<file path="src/rtl/soil_moisture_monitor_pkg.sv">
// Shared types and seven-segment constants for the soil moisture monitor.
package soil_pkg;

    typedef enum logic [1:0] {OK, ALARM, ACKED} alarm_state_t;
    typedef enum logic {BLANK, SHOW} disp_state_t;

    // Segment bit order {dp,g,f,e,d,c,b,a}, active-high; digits never light dp.
    localparam logic [7:0] SEG_DIGIT [0:7] = '{
        8'h3F, 8'h06, 8'h5B, 8'h4F, 8'h66, 8'h6D, 8'h7D, 8'h07
    };
    localparam logic [7:0] SEG_BLANK = 8'h00;

endpackage

</file>
<file path="src/rtl/soil_moisture_monitor_if.sv">
// Sensor/operator inputs and LED/display outputs of the soil moisture monitor.
interface soil_moisture_monitor_if #(
    parameter int NCH = 4
);
    localparam int CNTW = $clog2(NCH + 1);

    logic [NCH-1:0]  dry_in;
    logic            ack;
    logic [NCH-1:0]  dry_flags;
    logic [CNTW-1:0] dry_count;
    logic            alarm;
    logic [7:0]      seg;

    modport master (
        output dry_in, ack,
        input  dry_flags, dry_count, alarm, seg
    );

    modport slave (
        input  dry_in, ack,
        output dry_flags, dry_count, alarm, seg
    );
endinterface

</file>
<file path="src/rtl/soil_moisture_monitor_filter.sv">
// One-channel persistence filter: the flag follows the raw input only after
// FILTER_CYCLES consecutive disagreeing samples, in either direction.
module moisture_filter #(
    parameter int FILTER_CYCLES = 3
) (
    input  logic clk_2,
    input  logic reset,
    input  logic dry_in,
    output logic flag,
    output logic flag_nxt
);
    localparam int CW = (FILTER_CYCLES > 1) ? $clog2(FILTER_CYCLES) : 1;
    localparam logic [CW-1:0] CNT_LAST = CW'(FILTER_CYCLES - 1);

    logic [CW-1:0] cnt;
    logic          differ;

    assign differ   = dry_in ^ flag;
    // Exposed so the popcount can update on the same edge as the flag.
    assign flag_nxt = (differ && cnt == CNT_LAST) ? ~flag : flag;

    always_ff @(posedge clk_2 or posedge reset) begin
        if (reset) begin
            cnt  <= '0;
            flag <= 1'b0;
        end else begin
            flag <= flag_nxt;
            if (!differ || cnt == CNT_LAST)
                cnt <= '0;
            else
                cnt <= cnt + 1'b1;
        end
    end
endmodule

</file>
<file path="src/rtl/soil_moisture_monitor.sv">
// N-channel soil dryness monitor: filtered flags, acknowledgeable alarm and a
// scanning seven-segment display. Define SEG_DP_ALARM_EN for a dp alarm blinker.
module soil_moisture_monitor
    import soil_pkg::*;
#(
    parameter int NCH           = 4,
    parameter int FILTER_CYCLES = 3,
    parameter int SCAN_CYCLES   = 2
) (
    input logic clk_2,
    input logic reset,
    soil_moisture_monitor_if.slave bus
);
    localparam int PW   = (NCH > 1) ? $clog2(NCH) : 1;
    localparam int TW   = (SCAN_CYCLES > 1) ? $clog2(SCAN_CYCLES) : 1;
    localparam int CNTW = $clog2(NCH + 1);
    localparam logic [TW-1:0] SCAN_LAST = TW'(SCAN_CYCLES - 1);

    logic [NCH-1:0]  flags, flags_nxt, flags_p1;
    logic [CNTW-1:0] count_r;
    logic            alarm_r;
    logic [7:0]      seg_r, digit;
    logic [PW-1:0]   ptr;
    logic [2:0]      ptr_idx;
    logic [TW-1:0]   scan_tmr;
    logic            any_dry, rise, dp;
    alarm_state_t    alarm_st;
    disp_state_t     disp_st;

    function automatic logic [CNTW-1:0] popcount(input logic [NCH-1:0] f);
        logic [CNTW-1:0] c;
        c = '0;
        for (int i = 0; i < NCH; i++)
            c = c + CNTW'(f[i]);
        return c;
    endfunction

    function automatic logic [PW-1:0] lowest_set(input logic [NCH-1:0] f);
        logic [PW-1:0] r;
        r = '0;
        for (int i = NCH - 1; i >= 0; i--)
            if (f[i]) r = PW'(i);
        return r;
    endfunction

    // Next set flag strictly above p, else wrap to the lowest set flag, else stay.
    function automatic logic [PW-1:0] next_set(input logic [NCH-1:0] f, input logic [PW-1:0] p);
        logic [PW-1:0] r_above, r_low;
        logic          has_above, has_any;
        r_above = p; r_low = p; has_above = 1'b0; has_any = 1'b0;
        for (int i = NCH - 1; i >= 0; i--) begin
            if (f[i]) begin
                r_low   = PW'(i);
                has_any = 1'b1;
                if (i > int'(p)) begin
                    r_above   = PW'(i);
                    has_above = 1'b1;
                end
            end
        end
        return has_above ? r_above : (has_any ? r_low : p);
    endfunction

    for (genvar i = 0; i < NCH; i++) begin : g_ch
        moisture_filter #(.FILTER_CYCLES(FILTER_CYCLES)) u_filter (
            .clk_2    (clk_2),
            .reset    (reset),
            .dry_in   (bus.dry_in[i]),
            .flag     (flags[i]),
            .flag_nxt (flags_nxt[i])
        );
    end

    assign any_dry = |flags;
    assign rise    = |(flags & ~flags_p1);

    always_ff @(posedge clk_2 or posedge reset) begin
        if (reset) begin
            alarm_st <= OK;
            alarm_r  <= 1'b0;
            flags_p1 <= '0;
            count_r  <= '0;
        end else begin
            flags_p1 <= flags;
            count_r  <= popcount(flags_nxt);
            case (alarm_st)
                OK: if (any_dry) begin
                    alarm_st <= ALARM; alarm_r <= 1'b1;
                end
                ALARM: if (!any_dry) begin
                    alarm_st <= OK; alarm_r <= 1'b0;
                end else if (bus.ack) begin
                    alarm_st <= ACKED; alarm_r <= 1'b0;
                end
                ACKED: if (!any_dry) begin
                    alarm_st <= OK; alarm_r <= 1'b0;
                end else if (rise) begin
                    alarm_st <= ALARM; alarm_r <= 1'b1;
                end
                default: begin
                    alarm_st <= OK; alarm_r <= 1'b0;
                end
            endcase
        end
    end

`ifdef SEG_DP_ALARM_EN
    logic [TW-1:0] blink_tmr;
    logic          blink;

    always_ff @(posedge clk_2 or posedge reset) begin
        if (reset) begin
            blink_tmr <= '0;
            blink     <= 1'b0;
        end else begin
            case (alarm_st)
                ALARM: if (blink_tmr == SCAN_LAST) begin
                    blink     <= ~blink;
                    blink_tmr <= '0;
                end else begin
                    blink_tmr <= blink_tmr + 1'b1;
                end
                ACKED: begin
                    blink     <= 1'b1;
                    blink_tmr <= '0;
                end
                default: begin
                    blink     <= 1'b0;
                    blink_tmr <= '0;
                end
            endcase
        end
    end

    assign dp = blink;
`else
    assign dp = 1'b0;
`endif

    assign ptr_idx = 3'(ptr);
    assign digit   = (disp_st == SHOW) ? SEG_DIGIT[ptr_idx] : SEG_BLANK;

    always_ff @(posedge clk_2 or posedge reset) begin
        if (reset) begin
            disp_st  <= BLANK;
            ptr      <= '0;
            scan_tmr <= '0;
            seg_r    <= SEG_BLANK;
        end else begin
            seg_r <= digit | {dp, 7'b0};
            case (disp_st)
                BLANK: if (any_dry) begin
                    disp_st  <= SHOW;
                    ptr      <= lowest_set(flags);
                    scan_tmr <= '0;
                end
                SHOW: if (!any_dry) begin
                    disp_st  <= BLANK;
                    ptr      <= '0;
                    scan_tmr <= '0;
                end else if (!flags[ptr] || scan_tmr == SCAN_LAST) begin
                    ptr      <= next_set(flags, ptr);
                    scan_tmr <= '0;
                end else begin
                    scan_tmr <= scan_tmr + 1'b1;
                end
                default: disp_st <= BLANK;
            endcase
        end
    end

    assign bus.dry_flags = flags;
    assign bus.dry_count = count_r;
    assign bus.alarm     = alarm_r;
    assign bus.seg       = seg_r;
endmodule

</file>
<file path="src/flat_wrapper.sv">
// flat-port wrapper written by rule: the top's interface ports become plain ports
module soil_moisture_monitor_flat import soil_pkg::*;
#(
    parameter int NCH           = 4,
    parameter int FILTER_CYCLES = 3,
    parameter int SCAN_CYCLES   = 2
)
  (clk_2, reset, bus_dry_in, bus_ack, bus_dry_flags, bus_dry_count, bus_alarm, bus_seg);
  soil_moisture_monitor_if #(.NCH(NCH)) bus_i ();
  input logic clk_2;
  input logic reset;
  input wire logic [$bits(bus_i.dry_in)-1:0] bus_dry_in;
  input wire logic [$bits(bus_i.ack)-1:0] bus_ack;
  output wire logic [$bits(bus_i.dry_flags)-1:0] bus_dry_flags;
  output wire logic [$bits(bus_i.dry_count)-1:0] bus_dry_count;
  output wire logic [$bits(bus_i.alarm)-1:0] bus_alarm;
  output wire logic [$bits(bus_i.seg)-1:0] bus_seg;
  assign bus_i.dry_in = bus_dry_in;
  assign bus_i.ack = bus_ack;
  assign bus_dry_flags = bus_i.dry_flags;
  assign bus_dry_count = bus_i.dry_count;
  assign bus_alarm = bus_i.alarm;
  assign bus_seg = bus_i.seg;
  soil_moisture_monitor #(.NCH(NCH), .FILTER_CYCLES(FILTER_CYCLES), .SCAN_CYCLES(SCAN_CYCLES)) u_core (.clk_2(clk_2), .reset(reset), .bus(bus_i));
endmodule
</file>
<file path="config.mk">
export PLATFORM = sky130hd
export DESIGN_NAME = soil_moisture_monitor_flat
export DESIGN_NICKNAME = d
export VERILOG_FILES = /design/src/rtl/soil_moisture_monitor_pkg.sv /design/src/rtl/soil_moisture_monitor_if.sv /design/src/rtl/soil_moisture_monitor_filter.sv /design/src/rtl/soil_moisture_monitor.sv /design/src/flat_wrapper.sv
export SDC_FILE = /design/constraint.sdc
export NUM_CORES = 1
export LEC_CHECK = 0
export ABC_CLOCK_PERIOD_IN_PS = 2720
export BUFFER_PORTS_ARGS = -buffer_cell sky130_fd_sc_hd__buf_2
export CAP_MARGIN = 5
export CORE_ASPECT_RATIO = 0.8
export CORE_MARGIN = 2
export CORE_UTILIZATION = 55
export CTS_BUF_LIST = sky130_fd_sc_hd__clkbuf_2 sky130_fd_sc_hd__clkbuf_4 sky130_fd_sc_hd__clkbuf_8
export DETAILED_ROUTE_END_ITERATION = 8
export PLACE_DENSITY = 0.78
export SYNTH_ARGS = -nofsm -noshare
export SYNTH_HDL_FRONTEND = slang
export SYNTH_SLANG_ARGS = --single-unit
</file>
<file path="constraint.sdc">
create_clock -name clk_2 -period 2.72 [get_ports clk_2]
set_clock_uncertainty 0.1 [all_clocks]
set_input_delay 0.544 -clock clk_2 [delete_from_list [all_inputs] [get_ports clk_2]]
set_output_delay 0.544 -clock clk_2 [all_outputs]
set_load 0.01 [all_outputs]
</file>
==> results.cfg, run 1 <==
[run_status]
status = finished clean

[yosys]
yosys.cell_types.count = 35
yosysTopAreaCellShare_pct = 54.7
synth_xor_area_share_pct = 2.40
synth_mux_area_share_pct = 2.57
synthArstFlopShare_pct = 100
yosys_warnings = 0
synth-seq-area-share_pct = 54.7
syn-mean-instance-area_um2 = 11.2
synth_top_family_by_area = simple AND/OR/NAND/NOR gates
synth_compound_area_share_pct = 11.5
synth_edf_count = 0
synthFlopType = dfrtp_1
synthTopCellsByArea = dfrtp_1, ha_1, inv_1
synthSimpleGateAreaFrac_pct = 12.0
postSynthCellCount = 131
synthAdderAreaFrac_pct = 6.50
yosysTopAreaCell = dfrtp_1
synth_nets = 145
syn_area_mm2 = 0.00146
synth_seq_cells = 32

[cells_and_area]
register_area_um2 = 801
fillers = 214
finalNonFillerCells = 187
final_util_pct = 64.8
nets = 164
n_antenna_cell = 0
multi_input_area_um2 = 515
area_growth_pct = 9.92
drive_above_1_share_pct = 23.8

[route]
drc = 0
wirelength_mm = 2.32
drtPass1Iterations = 4
drt-vias-per-instance = 5.20
drt_iter0_markers = 54
via_count = 972
wl_per_cell_um = 12.4
drtAntennaViolNets = 0

[clocking]
worstSkewPairLatency_ns = 0.32
htree_levels = 2
ctsResizeCount = 0
numCtsBuffers = 5
post_cts_buffers = 0
tritoncts = built
cts_buffer_depth = 2
clk_pin_slew_ns = 0.09
clockRootBuffer = clkbuf_4
cts_hold_buf = 0
clock_sinks = 32

[placement]
place_inst = 179
gp_congestion = 0.836
port_buffers = 21
hpwl_mm = 1.70
post-place-ws_ns = 0.673

[global_route]
grt.total_usage_pct = 19.4
grt_pass1_wl_mm = 4.31
gr-total-overflow = 0
grt_max_degree = 33
first_global_vias = 999
antenna_found_initial = 0

[timing]
rsz0062_at_grt = no
fmax_ghz = 0.489
setup_ws_ns = 0.675
setup_viol = 0
hold_viol = 0
slew_violations = 0
tns_ns = 0
period_needed_ns = 2.04
whs_ns = 0.174
fin_crit_sh_pct = 75.2

[critical_path]
r2r_cells = 7
startpoint_type = register
arrival_ns = 2.16
critPathKind = reg -> reg
crit_fanout = 11
cp-end-kind = register
required_ns = 2.84

[floorplanning]
core_area_mm2 = 0.00248
io_pins = 23
fp-row-count = 16
initial_core_util_pct = 58.9
die_w_um = 61.7
die_y_um = 50.1
dieArea_mm2 = 0.00309

[pwr]
power_density_mw_per_mm2 = 1280
ir_worst_vdd_mv = 0.625
leakagePower_nw = 0.818

[run]
drv_cap = 0

[hold_path]
worst_hold_path_type = in -> async
-- synth_stat cells (2+ instances only) --
| cell type | instances |
|---|---|
| dfrtp_1 | 32 |
| buf_6 | 2 |
| inv_1 | 17 |
| or3_1 | 2 |
| o21ai_0 | 5 |
| o21a_1 | 2 |
| xor2_1 | 4 |
| o31ai_1 | 3 |
| buf_4 | 7 |
| ha_1 | 6 |
| nand2_1 | 10 |
| a21oi_1 | 3 |
| nand2b_1 | 6 |
| nor2_1 | 11 |
-- layout by cell type (no fill, tap or decap), drive strengths merged, types with 3 or more instances in the layout --
cell,n
nand2b,6
nand2,10
o31ai,3
a21oi,3
xor2,4
clkbuf,8
dfrtp,32
o21ai,6
ha,6
nor2,11
buf,22
inv,18
-- area by class of cell --
cell class	instances	area share, %
flip-flops and latches	32	49.8
multi-input cells	71	32.1
repair buffers	22	7.00
inverters	18	4.20
clock buffers	8	4.12
well taps	36	2.80
-- flip-flops by register name (all words and copies together) (netlist names) --
signal and flops:
u_core.ptr 2, u_core.bus.dry_count 3, u_core.g_ch.u_filter.cnt 8, u_core.g_ch.u_filter.flag 4, u_core.flags_p1 4, u_core.alarm_st 2, u_core.bus.alarm 1, u_core.disp_st 1
u_core.bus.seg 6, u_core.scan_tmr 1
-- worst paths after layout --
check	to	from	slack, ns
setup / recovery	u_core.bus.dry_count[1]$_DFF_PP0_	u_core.g_ch[0].u_filter.flag$_DFF_PP0_	0.68
hold reg to reg	u_core.g_ch[2].u_filter.cnt[0]$_DFF_PP0_	u_core.g_ch[2].u_filter.cnt[0]$_DFF_PP0_	0.33
min in group clk_2	u_core.g_ch[2].u_filter.cnt[0]$_DFF_PP0_	u_core.g_ch[2].u_filter.cnt[0]$_DFF_PP0_	0.33
hold / removal	u_core.bus.dry_count[1]$_DFF_PP0_	reset	0.17
max in group asynchronous	u_core.g_ch[1].u_filter.cnt[1]$_DFF_PP0_	reset	2.05
setup reg to reg	u_core.bus.dry_count[1]$_DFF_PP0_	u_core.g_ch[0].u_filter.flag$_DFF_PP0_	0.68
-- worst max-delay path, cell delays in order (launching register included) --
cell and delay (ns):
dfrtp_1 0.59, inv_1 0.11, o21ai_0 0.27, ha_1 0.18, inv_1 0.05, fa_1 0.37, inv_1 0.06, ha_1 0.21
-- metal layers --
metal,GRT usage (%),part of all wire [%],up-vias
li1,-,-,464
met5,0,0,-
met4,11.0,2.8,0
met3,6.30,5.8,8
met1,26.9,47,469
met2,26.7,45,31
-- power by group --
group / total, mW / switching [mW] / internal, mW
Clock: 0.299 / 0.152 / 0.147
Combinational: 0.862 / 0.460 / 0.401
Sequential: 0.889 / 0.191 / 0.698
-- metrics by stage --
step | area, um^2 | power (mW)
floorplan | 1460 | 1.59
global placement | 1540 | 1.72
detailed placement | 1540 | 1.77
CTS | 1610 | 2.07
global route | 1610 | 2.26
finish | 1610 | 2.05
-- kinds of logic (layout without fill, tap and decap cells) --
logic type,Yosys count,after routing
fa+ha+maj,7,7
compound gates,24,24
simple gates,33,33
mux,2,2
buf+inv,28,48
other cells,1,1
flops,32,32
xor+xnor,4,4
Note: power is estimated with default switching activity, not from simulation.
==> inputs of run 2 (changes only) <==
--- a/config.mk
+++ b/config.mk
@@ -5,15 +5,15 @@
 export SDC_FILE = /design/constraint.sdc
 export NUM_CORES = 1
 export LEC_CHECK = 0
-export ABC_CLOCK_PERIOD_IN_PS = 2720
+export ABC_CLOCK_PERIOD_IN_PS = 1800
 export BUFFER_PORTS_ARGS = -buffer_cell sky130_fd_sc_hd__buf_2
 export CAP_MARGIN = 5
 export CORE_ASPECT_RATIO = 0.8
 export CORE_MARGIN = 2
-export CORE_UTILIZATION = 55
+export CORE_UTILIZATION = 52
 export CTS_BUF_LIST = sky130_fd_sc_hd__clkbuf_2 sky130_fd_sc_hd__clkbuf_4 sky130_fd_sc_hd__clkbuf_8
 export DETAILED_ROUTE_END_ITERATION = 8
-export PLACE_DENSITY = 0.78
+export PLACE_DENSITY = 0.77
 export SYNTH_ARGS = -nofsm -noshare
 export SYNTH_HDL_FRONTEND = slang
 export SYNTH_SLANG_ARGS = --single-unit
==> constraint.sdc (replaced) <==
create_clock -name clk_2 -period 1.8 [get_ports clk_2]
set_clock_uncertainty 0.1 [all_clocks]
set_input_delay 0.36 -clock clk_2 [delete_from_list [all_inputs] [get_ports clk_2]]
set_output_delay 0.36 -clock clk_2 [all_outputs]
set_load 0.01 [all_outputs]
==> run 2 against run 1 <==
The run now ends with negative setup slack left. Power rose by 64%. Combinational power increased by 94%. Final area rose by 6.4%. Clock power grew 28%. Sequential power grew 47%. Non-clock buffer count rose by 9.
==> results.cfg, run 2 (synthesis results as in run 1) <==
[critical_path]
reg2reg_from = u_core.g_ch[0].u_filter.cnt[0]$_DFF_PP0_
cp_cell_sequence = inv_2 > ha_4 > nand2_2 > o21ai_2 > ha_1 > inv_2 > fa_2 > inv_2 > ha_4
crit_fanout = 3
r2r-end = u_core.bus.dry_count[1]$_DFF_PP0_
critPathKind = reg -> reg
cpLargestDelayFamily = adder cells
required_ns = 1.93
cp-end-kind = register
critical_path_buf_inv_count = 3
critPathMaxStageDelay_ns = 0.37
startpoint_type = register
reg2reg_slack_ns = -0.04
slowest_stage = dfrtp_1
arrival_ns = 1.97
crit_top_cell = inv_2
r2r_cells = 9

[floorplanning]
dieArea_mm2 = 0.00326
initial_core_util_pct = 53.7
die_y_um = 51.4
fp-row-count = 17
io_pins = 23
die_w_um = 63.3
core_area_mm2 = 0.00272

[route]
drt_iter0_markers = 38
wl_per_cell_um = 13.4
drt-vias-per-instance = 5.10
drtPass1Iterations = 4
wirelength_mm = 2.64
drtAntennaViolNets = 0
drc = 0
via_count = 1004

[cells_and_area]
layout_common_cells = dfrtp_1, buf_2, inv_1
n_antenna_cell = 0
finalNonFillerCells = 197
layout_commonest_cell = dfrtp_1
largest_reg_flops = 8
nets = 173
drive_above_1_share_pct = 37.1
fillers = 237
largest-register = u_core.g_ch.u_filter.cnt
area_growth_pct = 16.9

[global_route]
antenna_found_initial = 0
grt_pass1_wl_mm = 4.46
grt.total_usage_pct = 18.9
first_global_vias = 1019
grt_max_degree = 33
gr-total-overflow = 0

[run_status]
status = finished with violations
violations = negative setup slack

[run]
drv_cap = 0

[clocking]
tritoncts = built
clk_pin_slew_ns = 0.09
clock_sinks = 32
htree_levels = 2
numCtsBuffers = 5
cts_buffer_depth = 2
clockRootBuffer = clkbuf_4
worstSkewPairLatency_ns = 0.33

[placement]
place_inst = 187
hpwl_mm = 1.92
port_buffers = 21
gp_congestion = 0.801

[timing]
tns_ns = -0.0480
fmax_ghz = 0.544
hold_viol = 0
setup_ws_ns = -0.0397
rsz0062_at_grt = yes
period_needed_ns = 1.84
setup_viol = 2
slew_violations = 0
fin_crit_sh_pct = 102

[pwr]
ir_worst_vdd_mv = 1.01
power_density_mw_per_mm2 = 1970
leakagePower_nw = 0.848

[hold_path]
worst_hold_path_type = in -> reg
holdCritStartpoint = bus_dry_in[1]
min_to = u_core.g_ch[1].u_filter.flag$_DFF_PP0_
holdPathStages = 3
==> run 2: cell count changes in the layout (fill, tap and decap cells not counted), sizes merged <==
cell         before  now
clkinv            0    1
buf              22   30
clkbuf            8    6
dlygate4sd3       0    1
==> run 2: tightest hold or removal path: cells and delay by family <==
family                 cells  cell delay (ns)
buffers and inverters      1             0.10
AO/OA/AOI/OAI              1             0.06
AND/OR/NAND/NOR            1             0.05
==> run 2: worst max path at each step <==
stage	slack [ns]	startpoint	depth (start not counted)	end
6_report	-0.04	u_core.g_ch[0].u_filter.cnt[0]$_DFF_PP0_	9	u_core.bus.dry_count[1]$_DFF_PP0_
5_1_grt	-0.13	u_core.g_ch[0].u_filter.cnt[0]$_DFF_PP0_	9	u_core.bus.dry_count[1]$_DFF_PP0_
4_1_cts	-0.04	u_core.g_ch[1].u_filter.cnt[0]$_DFF_PP0_	9	u_core.bus.dry_count[1]$_DFF_PP0_
3_5_place_dp	-0.10	u_core.g_ch[0].u_filter.cnt[0]$_DFF_PP0_	9	u_core.bus.dry_count[1]$_DFF_PP0_
3_3_place_gp	-0.02	u_core.g_ch[1].u_filter.cnt[1]$_DFF_PP0_	8	u_core.bus.dry_count[1]$_DFF_PP0_
2_1_floorplan	0.02	u_core.g_ch[1].u_filter.cnt[1]$_DFF_PP0_	8	u_core.bus.dry_count[1]$_DFF_PP0_
==> run 2: area by class of cell <==
cell class                 instances  area (um^2)  area share [%]
sequential                        32          805            47.0
timing repair buffer              31          183            10.7
multi-input combinational         71          558            32.6
clock inverter                     1         5.00           0.293
clock buffer                       6         45.0            2.63
inverter                          18         67.6            3.95
tap                               38         47.5            2.78
==> run 2: layer usage <==
metal  share of wire [%]  track usage (%)
met5                   0                0
met4                 1.9             9.78
met3                 5.4             6.17
met2                  50             32.1
met1                  42             21.8
==> run 2: stage by stage <==
step | area (um^2) | setup WS [ns] | hold slack, ns | power (mW) | utilization (%)
after floorplan | 1470 | 0.0241 | 0.252 | 2.44 | -
final | 1710 | -0.0397 | 0.171 | 3.37 | 62.8
after CTS | 1700 | -0.0392 | 0.175 | 3.38 | 62.6
after global routing | 1710 | -0.132 | 0.168 | 3.69 | 62.8
after detailed placement | 1600 | -0.103 | 0.324 | 2.86 | 58.6
after global placement | 1600 | -0.0183 | 0.311 | 2.72 | 58.6
==> run 2: timing repair <==
item | in CTS | in global routing
hold buffers | 1 | 0
endpoints found under the setup margin | 2 | 6
pin swaps | 4 | 1
setup buffers | 2 | 0
gates resized for setup | 9 | 5
hold endpoints to repair | 26 | 0
==> run 2: where the power goes <==
group	total [mW]	switching (mW)	leakage (nW)	internal, mW
Clock	0.383	0.224	0.0315	0.158
Combinational	1.67	0.871	0.431	0.803
Sequential	1.31	0.247	0.385	1.06
Total	3.37	1.34	0.848	2.03
